## src/rtl/pe_pkg.sv

```systemverilog
// Shared constants and FSM state encoding for the PE operand accumulator slice.
package pe_pkg;

  localparam int unsigned PE_DATA_W = 8;
  localparam int unsigned PE_ACC_W  = 10;
  localparam int unsigned PE_CNT_W  = 4;

  typedef enum logic [1:0] {
    IDLE  = 2'd0,
    ACCUM = 2'd1,
    DONE  = 2'd2
  } pe_state_e;

endpackage

```

## src/rtl/pe_operand_accumulator_if.sv

```systemverilog
// Operand-in / sum-out handshake bundle between the operand mux, the accumulator and the next stage.
interface pe_operand_accumulator_if
  import pe_pkg::*;
#(
  parameter int unsigned DATA_W = PE_DATA_W,
  parameter int unsigned ACC_W  = PE_ACC_W,
  parameter int unsigned CNT_W  = PE_CNT_W
) ();

  logic              start;
  logic [CNT_W-1:0]  len;
  logic              busy;
  logic              mux_s;
  logic [DATA_W-1:0] in_data;
  logic              in_valid;
  logic              in_ready;
  logic [ACC_W-1:0]  out_sum;
  logic              out_ovf;
  logic              out_valid;
  logic              out_ready;

  // Accumulator side.
  modport slave (
    input  start, len, in_data, in_valid, out_ready,
    output busy, mux_s, in_ready, out_sum, out_ovf, out_valid
  );

  // Environment side: frame control, operand source and result sink.
  modport master (
    output start, len, in_data, in_valid, out_ready,
    input  busy, mux_s, in_ready, out_sum, out_ovf, out_valid
  );

endinterface

```

## src/rtl/pe_acc_adder.sv

```systemverilog
// Combinational accumulator adder with carry out. With PE_ACC_SATURATE_EN defined the result
// clamps to all-ones on carry; otherwise it wraps modulo 2^ACC_W.
module pe_acc_adder
  import pe_pkg::*;
#(
  parameter int unsigned DATA_W = PE_DATA_W,
  parameter int unsigned ACC_W  = PE_ACC_W
) (
  input  logic [ACC_W-1:0]  acc,
  input  logic [DATA_W-1:0] operand,
  output logic [ACC_W-1:0]  sum,
  output logic              carry
);

  logic [ACC_W:0] wide;

  always_comb begin
    wide  = {1'b0, acc} + {{(ACC_W + 1 - DATA_W){1'b0}}, operand};
    carry = wide[ACC_W];
`ifdef PE_ACC_SATURATE_EN
    sum   = carry ? {ACC_W{1'b1}} : wide[ACC_W-1:0];
`else
    sum   = wide[ACC_W-1:0];
`endif
  end

endmodule

```

## src/rtl/pe_operand_accumulator.sv

```systemverilog
// Frame accumulator behind the PE operand mux: drives mux select, sums a programmable-length frame
// and hands the result downstream. Overflow policy follows PE_ACC_SATURATE_EN (see pe_acc_adder).
module pe_operand_accumulator
  import pe_pkg::*;
#(
  parameter int unsigned DATA_W = PE_DATA_W,
  parameter int unsigned ACC_W  = PE_ACC_W,
  parameter int unsigned CNT_W  = PE_CNT_W
) (
  input logic                     clk,
  input logic                     reset,
  pe_operand_accumulator_if.slave bus
);

  pe_state_e        state_q, state_d;
  logic [ACC_W-1:0] acc_q;
  logic             ovf_q;
  logic [CNT_W-1:0] cnt_q;
  logic             mux_q;

  logic [ACC_W-1:0] add_sum;
  logic             add_carry;
  logic             accept;
  logic             start_ok;

  assign accept   = (state_q == ACCUM) && bus.in_valid;
  assign start_ok = (state_q == IDLE) && bus.start;

  pe_acc_adder #(
    .DATA_W (DATA_W),
    .ACC_W  (ACC_W)
  ) u_adder (
    .acc     (acc_q),
    .operand (bus.in_data),
    .sum     (add_sum),
    .carry   (add_carry)
  );

  always_ff @(posedge clk or posedge reset) begin
    if (reset) begin
      state_q <= IDLE;
    end else begin
      state_q <= state_d;
    end
  end

  always_comb begin
    state_d = state_q;
    case (state_q)
      IDLE:    if (bus.start) state_d = ACCUM;
      ACCUM:   if (accept && (cnt_q == '0)) state_d = DONE;
      DONE:    if (bus.out_ready) state_d = IDLE;
      default: state_d = IDLE;
    endcase
  end

  always_comb begin
    bus.in_ready  = (state_q == ACCUM);
    bus.out_valid = (state_q == DONE);
    bus.busy      = (state_q != IDLE);
    bus.out_sum   = acc_q;
    bus.out_ovf   = ovf_q;
    bus.mux_s     = mux_q;
  end

  // cnt counts down remaining samples; the frame ends on the accept that sees it at zero.
  always_ff @(posedge clk or posedge reset) begin
    if (reset) begin
      acc_q <= '0;
      ovf_q <= 1'b0;
      cnt_q <= '0;
      mux_q <= 1'b0;
    end else if (start_ok) begin
      acc_q <= '0;
      ovf_q <= 1'b0;
      cnt_q <= bus.len;
      mux_q <= 1'b0;
    end else if (accept) begin
      acc_q <= add_sum;
      ovf_q <= ovf_q | add_carry;
      mux_q <= ~mux_q;
      if (cnt_q != '0) cnt_q <= cnt_q - CNT_W'(1);
    end
  end

endmodule

```

## src/flat_wrapper.sv

```systemverilog
// flat-port wrapper written by rule: the top's interface ports become plain ports
module pe_operand_accumulator_flat import pe_pkg::*;
#(
  parameter int unsigned DATA_W = PE_DATA_W,
  parameter int unsigned ACC_W  = PE_ACC_W,
  parameter int unsigned CNT_W  = PE_CNT_W
)
  (clk, reset, bus_start, bus_len, bus_in_data, bus_in_valid, bus_out_ready, bus_busy, bus_mux_s, bus_in_ready, bus_out_sum, bus_out_ovf, bus_out_valid);
  pe_operand_accumulator_if #(.DATA_W(DATA_W), .ACC_W(ACC_W), .CNT_W(CNT_W)) bus_i ();
  input logic clk;
  input logic reset;
  input wire logic [$bits(bus_i.start)-1:0] bus_start;
  input wire logic [$bits(bus_i.len)-1:0] bus_len;
  input wire logic [$bits(bus_i.in_data)-1:0] bus_in_data;
  input wire logic [$bits(bus_i.in_valid)-1:0] bus_in_valid;
  input wire logic [$bits(bus_i.out_ready)-1:0] bus_out_ready;
  output wire logic [$bits(bus_i.busy)-1:0] bus_busy;
  output wire logic [$bits(bus_i.mux_s)-1:0] bus_mux_s;
  output wire logic [$bits(bus_i.in_ready)-1:0] bus_in_ready;
  output wire logic [$bits(bus_i.out_sum)-1:0] bus_out_sum;
  output wire logic [$bits(bus_i.out_ovf)-1:0] bus_out_ovf;
  output wire logic [$bits(bus_i.out_valid)-1:0] bus_out_valid;
  assign bus_i.start = bus_start;
  assign bus_i.len = bus_len;
  assign bus_i.in_data = bus_in_data;
  assign bus_i.in_valid = bus_in_valid;
  assign bus_i.out_ready = bus_out_ready;
  assign bus_busy = bus_i.busy;
  assign bus_mux_s = bus_i.mux_s;
  assign bus_in_ready = bus_i.in_ready;
  assign bus_out_sum = bus_i.out_sum;
  assign bus_out_ovf = bus_i.out_ovf;
  assign bus_out_valid = bus_i.out_valid;
  pe_operand_accumulator #(.DATA_W(DATA_W), .ACC_W(ACC_W), .CNT_W(CNT_W)) u_core (.clk(clk), .reset(reset), .bus(bus_i));
endmodule
```

## config.mk

```make
export PLATFORM = sky130hd
export DESIGN_NAME = pe_operand_accumulator_flat
export DESIGN_NICKNAME = d
export VERILOG_FILES = /design/src/rtl/pe_pkg.sv /design/src/rtl/pe_operand_accumulator_if.sv /design/src/rtl/pe_acc_adder.sv /design/src/rtl/pe_operand_accumulator.sv /design/src/flat_wrapper.sv
export SDC_FILE = /design/constraint.sdc
export NUM_CORES = 1
export LEC_CHECK = 0
export BUFFER_PORTS_ARGS = -buffer_cell sky130_fd_sc_hd__buf_2
export CORE_MARGIN = 2
export CORE_UTILIZATION = 55
export CTS_CLUSTER_SIZE = 30
export DETAILED_ROUTE_END_ITERATION = 10
export PLACE_DENSITY = 0.84
export REMOVE_ABC_BUFFERS = 1
export SKIP_LAST_GASP = 1
export SLEW_MARGIN = 20
export SYNTH_ARGS = -nofsm -noshare
export SYNTH_HDL_FRONTEND = slang
export SYNTH_SLANG_ARGS = --single-unit
```

## constraint.sdc

```tcl
create_clock -name clk -period 3.1 [get_ports clk]
set_clock_uncertainty 0.05 [all_clocks]
set_input_delay 0.465 -clock clk [delete_from_list [all_inputs] [get_ports clk]]
set_output_delay 0.465 -clock clk [all_outputs]
set_load 0.01 [all_outputs]
```

==> results.sh <==
export IMPL_grt_usage_pct=22.7
export IMPL_period_needed_ns=2.19
export IMPL_place_area_um2=1330
export IMPL_dp_hpwl_um=1840
export IMPL_avgSynthCellArea_um2=9.60
export IMPL_grt_pass1_wl_um=4280
export IMPL_min_path_type="in2async"
export IMPL_maxCapViolations=0
export IMPL_rsz0062_at_grt="false"
export IMPL_totalWireLength_um=2380
export IMPL_io_pins=32
export IMPL_fill_cells=171
export IMPL_synthTopCellsByCount="nand2_1 (19), dfrtp_1 (18), ha_1 (10), o21ai_0 (10)"
export IMPL_yosys_cell_types_count=36
export IMPL_clock_fmax_mhz=456
export IMPL_ys_ff_latch=18
export IMPL_setup_tns_ns=0
export IMPL_slew_headroom_pct=52.6
export IMPL_critical_path_max_fanout=3
export IMPL_tightest_slew_ns=0.710
export IMPL_area_growth_pct=18.6
export IMPL_hold_slack_ns=0.207
export IMPL_finalNonFillerCells=180
export IMPL_vias=1001
export IMPL_drt_initial_drc_count=26
export IMPL_power_density_nw_per_um2=942
export IMPL_n_antenna_cell=0
export IMPL_path_clk_slew_ns=0.11
export IMPL_final_layout_size_suffix_gt1_share_pct=28.8
export IMPL_outcome="finished clean"
export IMPL_ctsHoldBuffers=0
export IMPL_yosys_area_top_type_share_pct=39.1
export IMPL_grt_max_degree=19
export IMPL_total_leakage_power_uw=0.000682
export IMPL_htree_levels=1
export IMPL_cp_top_family="compound AO/OA/AOI/OAI gates"
export IMPL_cts_tree="yes"
export IMPL_avgViaCountPerCell=5.56
export IMPL_overflow=0
export IMPL_post_cts_repair_setup_buffers=0
export IMPL_ir_drop_mv=0.588
export IMPL_core_um2=1960
export IMPL_cts_sinks=18
export IMPL_worstSetupStartpointType="flip-flop"
export IMPL_synth_main_ff_cell="dfrtp_1"
export IMPL_cts_root_buf="clkbuf_4"
export IMPL_finalSetupViolations=0
export IMPL_cts_buffers=3
export IMPL_post_drt_wl_per_cell_um=13.2
export IMPL_path_cells="ha_1, fa_1, a211oi_1, o21bai_1, a21oi_1, xor2_1, o21ai_0"
export IMPL_synth_area_um2=1150
export IMPL_place_inst=176
export IMPL_yosysMostFrequentCell="nand2_1"
export IMPL_io_buffers=31
export IMPL_design_power_total_uw=1290
export IMPL_hold_viol=0
export IMPL_end_kind="flip-flop"
export IMPL_slowest_delay_ns=0.42
export IMPL_antenna_found_initial=0
export IMPL_cp_num_buf_inv=0
export IMPL_cp_data_required_time_ns=3.24
export IMPL_clock_latency_ns=0.30
export IMPL_dieArea_um2=2480
export IMPL_yosys_area_top_type="dfrtp_1"
export IMPL_nets=182
export IMPL_clockBufferDepth=2
export IMPL_synth_edf_count=0
export IMPL_synth_area_leaders="dfrtp_1 (39%), ha_1 (11%), nand2_1 (6.2%), o21ai_0 (4.3%), a21oi_1 (3.5%)"
export IMPL_die_w_um=49.8
export IMPL_post_route_drc_count=0
export IMPL_arrival_ns=2.33
export IMPL_antenna_left=0
export IMPL_slew_violations=0
export IMPL_crit_slowest_cell="dfrtp_1"
export IMPL_grt_pass1_vias=990
export IMPL_die_height_um=49.8
export IMPL_start_util_pct=58.7
export IMPL_yosysSeqAreaShare_pct=39.1
export IMPL_firstDrtPassIters=4
export IMPL_synth_cells=120
export IMPL_design_area_um2=1370
export IMPL_ctsResizeCount=0
export IMPL_row_count=16
export IMPL_layout_worst_path_cycle_share_pct=70.8
export IMPL_crit_type="reg2reg"
export IMPL_gp_congestion=0.868
export IMPL_async_flop_share_pct=100
export IMPL_yosysWarnings=0
flip-flops by register name, indices dropped and copies added (netlist names):
name and flops:
u_core.bus.out_sum 10, u_core.bus.mux_s 1, u_core.cnt_q 4, u_core.state_q 2, u_core.bus.out_ovf 1
where the power goes:
group          internal [uW]  switching [uW]
clock                   71.6            75.8
sequential               337            90.9
combinational            318             394
stage by stage:
stage          setup WS (ns)  util (%)
6_report               0.907      69.6
5_1_grt                0.698      69.6
4_1_cts                0.925      69.6
3_5_place_dp           0.800      67.8
3_3_place_gp           0.839      67.8
2_1_floorplan           1.05         -
cell type report:
class | instances | area (um^2) | area share [%]
Multi-Input combinational cell | 95 | 672 | 49.2
Sequential cell | 18 | 450 | 33.0
Timing Repair Buffer | 31 | 155 | 11.4
Clock buffer | 4 | 36.3 | 2.66
Tap cell | 27 | 33.8 | 2.47
Inverter | 5 | 18.8 | 1.37
worst register-to-register path, cell delays in order, from the launching register on:
cell and delay [ns]:
dfrtp_1 0.42, ha_1 0.23, fa_1 0.43, a211oi_1 0.43
o21bai_1 0.13, a21oi_1 0.18, xor2_1 0.14, o21ai_0 0.08
layout by cell type, fill, tap and decap left out, types with 2 or more instances in the layout:
master and instances:
clkbuf_4 3, mux2i_1 2, a22o_1 3, nand2_1 19
ha_1 10, xnor2_1 4, dfrtp_1 18, o21ai_1 2
inv_1 5, nor2b_1 2, nand3_1 3, buf_2 31
a21oi_1 8, a211oi_1 2, nor2_1 8, xor2_1 3
o21ai_0 10
path summary, 6_finish.rpt:
kind,start,endpoint,slack (ns),cells after the start
max,u_core.bus.out_sum[0],u_core.bus.out_sum[6],0.91,7
min,reset,u_core.cnt_q[2],0.21,2
max reg2reg,u_core.bus.out_sum[0],u_core.bus.out_sum[6],0.91,7
min reg2reg,u_core.bus.mux_s,u_core.bus.mux_s,0.45,1
max in group asynchronous,reset,u_core.bus.out_sum[2],2.34,2
min in group clk,bus_len[1],u_core.cnt_q[1],0.35,2
cells by family (layout without fill, tap and decap cells):
kind of cell | count (synthesis) | in the layout | synth area share (%)
and+or+nand+nor | 41 | 41 | 17.8
AOI/OAI and AO/OA | 33 | 33 | 19.9
DFF | 18 | 18 | 39.1
adders and majority gates | 11 | 11 | 12.6
xor gates and xnor gates | 7 | 7 | 5.32
buffers and inverters | 7 | 40 | 2.61
muxes | 3 | 3 | 2.71
routing by layer:
metal | track usage, % | wire, um | up-vias
met5 | 0 | 0 | -
met3 | 5.45 | 111 | 7
met1 | 27.5 | 1020 | 474
met4 | 10.2 | 51 | 0
met2 | 38.0 | 1200 | 31
li1 | - | - | 489
Power figures use the tool's default switching activity.
